[src/rtl/up_down_cntr_param.sv]
// Parametrised synchronous up/down counter with wrap/saturate modes,
// parallel load, registered Gray output, wrap pulse and terminal count.
module up_down_cntr_param #(
    parameter int unsigned WIDTH    = 4,
    parameter int unsigned MAX      = (1 << WIDTH) - 1,
    parameter bit          SATURATE = 1'b0,
    parameter int unsigned RST_VAL  = 0
) (
    input  logic             clk,
    input  logic             rst,
    input  logic             en,
    input  logic             up_dn,
    input  logic             load,
    input  logic [WIDTH-1:0] load_val,
    output logic [WIDTH-1:0] Q,
    output logic [WIDTH-1:0] Q_gray,
    output logic             tc,
    output logic             wrap
);

    localparam logic [WIDTH-1:0] MAX_V = WIDTH'(MAX);
    localparam logic [WIDTH-1:0] RST_V = WIDTH'(RST_VAL);

    logic [WIDTH-1:0] q_q, q_d;
    logic [WIDTH-1:0] gray_q;
    logic             wrap_q, wrap_d;
    logic             at_top, at_bot;

    assign at_top = (q_q == MAX_V);
    assign at_bot = (q_q == '0);

    always_comb begin
        q_d    = q_q;
        wrap_d = 1'b0;
        if (load) begin
            q_d = (load_val > MAX_V) ? MAX_V : load_val;
        end else if (en) begin
            if (up_dn) begin
                if (at_top) begin
                    wrap_d = 1'b1;
                    q_d    = SATURATE ? q_q : '0;
                end else begin
                    q_d = q_q + WIDTH'(1);
                end
            end else begin
                if (at_bot) begin
                    wrap_d = 1'b1;
                    q_d    = SATURATE ? q_q : MAX_V;
                end else begin
                    q_d = q_q - WIDTH'(1);
                end
            end
        end
    end

    // Gray is derived from the next-state value so it stays aligned with Q.
    always_ff @(posedge clk) begin
        if (rst) begin
            q_q    <= RST_V;
            gray_q <= RST_V ^ (RST_V >> 1);
            wrap_q <= 1'b0;
        end else begin
            q_q    <= q_d;
            gray_q <= q_d ^ (q_d >> 1);
            wrap_q <= wrap_d;
        end
    end

    assign tc     = en & ~load & ((up_dn & at_top) | (~up_dn & at_bot));
    assign Q      = q_q;
    assign Q_gray = gray_q;
    assign wrap   = wrap_q;

endmodule

[config.mk]
export PLATFORM = sky130hd
export DESIGN_NAME = up_down_cntr_param
export DESIGN_NICKNAME = d
export VERILOG_FILES = /design/src/rtl/up_down_cntr_param.sv
export SDC_FILE = /design/constraint.sdc
export NUM_CORES = 1
export LEC_CHECK = 0
export BUFFER_PORTS_ARGS = -buffer_cell sky130_fd_sc_hd__clkbuf_2
export CAP_MARGIN = 15
export CORE_AREA = 8 8 45 47
export CTS_CLUSTER_DIAMETER = 30
export DETAILED_ROUTE_END_ITERATION = 10
export DIE_AREA = 0 0 53 55
export GPL_TIMING_DRIVEN = 0
export PLACE_DENSITY_LB_ADDON = 0.2
export SYNTH_ARGS = -nofsm -noshare
export SYNTH_HDL_FRONTEND = slang
export SYNTH_SLANG_ARGS = --single-unit
[constraint.sdc]
create_clock -name clk -period 2.2 [get_ports clk]
set_clock_uncertainty 0.2 [all_clocks]
set_input_delay 0 -clock clk [delete_from_list [all_inputs] [get_ports clk]]
set_output_delay 0 -clock clk [all_outputs]
set_load 0.005 [all_outputs]
==> summary.txt <==
Place
  • DP Area: between 600 and 700 µm²
  • DP HPWL: 979 µm
  • Placed insts: 90
  • Worst slack at placement: approximately 50 ps
  • GPL Wtd Cong: about 0.73
  • I/O Buffers: 16

Synth
  • Async S/R FF share, synth: 0%
  • Synth warn: 0
  • FF+latch count, synth: 8
  • Synthesized cell area: 532 µm²
  • Cells after Synth: 58
  • Mapped Nets: 70
  • Count leader, synth: dfxtp_1
  • Synth top area share: 30.1%
  • Post-synth EDFFs: 0
  • Post-synth top cells: dfxtp_1, inv_1, nor2_1, a21oi_1, o21ai_0
  • Count of cell types in the netlist: 31
  • Syn Area/Cell: between 9 and 10 µm²
  • Top FF cell, synth: dfxtp_1
  • Synth top area cells: dfxtp_1, ha_1, buf_6
  • Seq/Total Area, Yosys: approximately 30%
  • Synth area leader: dfxtp_1

Setup path
  • Arrival time at the worst endpoint: 1970 ps
  • R2R Path Start: Q[0]
  • CP Launch Type: flop
  • CP max FO: 8
  • R2R setup slack: 170 ps
  • Critical path class: reg -> reg
  • CP endpoint kind: flop
  • Reg2reg end: Q_gray[2]
  • Worst Path Required: 2140 ps
  • Worst R2R Path Depth: 7

Min path
  • Min-delay worst type: in -> reg
  • Hold path cells: 4
  • Min-delay src: en
  • Hold Path Sink: Q[2]

Global routing
  • Total congestion overflow: 0
  • Gr usage total: approximately a tenth
  • Global-route wire length before repair: 2190 µm
  • Initial antenna violation count: 0
  • Largest net degree at the start of global routing: 10
  • Number of global-route vias before repair: between 500 and 600

Floorplanning
  • Height of the chip: 55 µm
  • Starting Density: about two fifths
  • Die ar.: 2920 µm²
  • DIE WIDTH: 53 µm
  • CORE AREA: 1380 µm²
  • Num rows: 14
  • # IOs: 19

Clocking
  • # Post-CTS Setup Buffers: 0
  • Total number of H-tree levels: 1
  • Worst-Skew Late Latency: roughly 250 ps
  • CTS tree: done
  • Root Buffer: clkbuf_4
  • Max Buffers Root-to-Sink: 2
  • Clock Pin Slew Worst Setup and Hold Paths: roughly 50 ps
  • Clock Sink Count: 8
  • TritonCTS Buffers: 3

Cells and area
  • Layout Nets: 100
  • Filler-free cell count of the finished design: 102
  • Utilization after layout: 54.0%
  • Share of cells above drive strength 1: 37.2%
  • Synth-to-layout area growth: 40.5%
  • Cell area after layout: 747 µm²
  • ANT cells: 0

STA
  • Setup violators final: 0
  • Worst hold slack: 54.4 ps
  • Fin worst setup slack: 169 ps
  • Max-slew violation count: 0
  • Post-route clock period utilization: 92.3%
  • Maximum clock frequency: around 490 MHz
  • Setup TNS: 0 ps
  • Slew margin rel.: 77.7%
  • Final Hold Vio Count: 0
  • Fin crit period: 2030 ps
  • RSZ-0062 raised after global routing: false
  • Worst Max-Slew Pin Slew: between 300 and 400 ps

Power and ir drop
  • LEAKAGE: between 0.3 and 0.4 nW
  • PD cells: 551 nW/µm²
  • Max VDD drop: 0.393 mV
  • Power, Total: 0.412 mW

Run
  • # Max-Cap Violations: 0

Route
  • Drt total wl: 1320 µm
  • Routed via count: 516
  • DRT Pass-1 Iters: 4
  • Post-route DRC: 0
  • Initial DRC count: 7
  • DRT antenna net count: 0
  • Via/cell ratio: 5.06
  • Drt wl/cell: 12.9 µm

Status
  • Outcome: complete, no violations
[worst max-delay path: stages, from the launching register on]
cell and delay, ps:
dfxtp_2 420, inv_1 90, ha_1 210, nor2b_1 130
o311a_2 340, o21ai_2 170, a21oi_1 100, mux2_2 260
[where the power goes]
group / total (mW) / switching, mW / internal [mW]
Clock: 0.110 / 0.0474 / 0.0623
Combinational: 0.128 / 0.0572 / 0.0710
Sequential: 0.174 / 0.0140 / 0.160
Total: 0.412 / 0.119 / 0.293
[state kept, by name, summed over array words and instances (netlist names)]
| register | cells |
|---|---|
| Q | 4 |
| Q_gray | 3 |
| wrap | 1 |
[routing by layer]
| metal | routed length, µm | track usage (%) |
|---|---|---|
| met1 | 566 | 11.0 |
| met2 | 639 | 16.8 |
| met3 | 101 | 3.74 |
| met4 | 8 | 6.47 |
| met5 | 0 | 0 |
[worst max-delay path by stage]
stage,start,end,slack [ps]
floorplan,Q[0],Q_gray[2],220
global placement,Q[0],Q_gray[2],100
detailed placement,Q[0],Q_gray[2],50
CTS,Q[0],Q_gray[2],40
global route,Q[0],Q_gray[2],40
finish,Q[0],Q_gray[2],170
[final cells by class]
cell class / count / area (µm²)
Fill cell: 133 / 637
Multi-Input combinational cell: 41 / 318
Timing Repair Buffer: 25 / 170
Sequential cell: 8 / 163
Buffer: 4 / 35.0
Clock buffer: 3 / 22.5
Tap cell: 16 / 20.0
Inverter: 5 / 18.8
[timing repair]
item / 4_1_cts / 5_1_grt
setup endpoints to repair: 0 / 2
resized for setup: 0 / 2
endpoints found under the hold margin: 8 / 0
hold buffers: 9 / 0
[layout by cell type, fill, tap and decap left out, drive strengths merged, types with 2 or more instances in the layout]
cell type,n
clkbuf,19
dlygate4sd3,9
dfxtp,8
inv,5
nor2,5
o21ai,5
a21oi,4
buf,4
ha,3
mux2i,2
xnor2,2
nor2b,2
mux2,2
[cells by family (layout without fill, tap and decap cells)]
group           Yosys count  count (layout)  synth area share (%)
flops                     8               8                  30.1
simple gates             16              16                  16.7
xor+xnor                  3               3                  4.94
mux                       4               4                  8.71
compound gates           15              15                  22.4
buf+inv                   9              37                  10.1
fa+ha+maj                 3               3                  7.06
(Power assumes the default switching activity.)
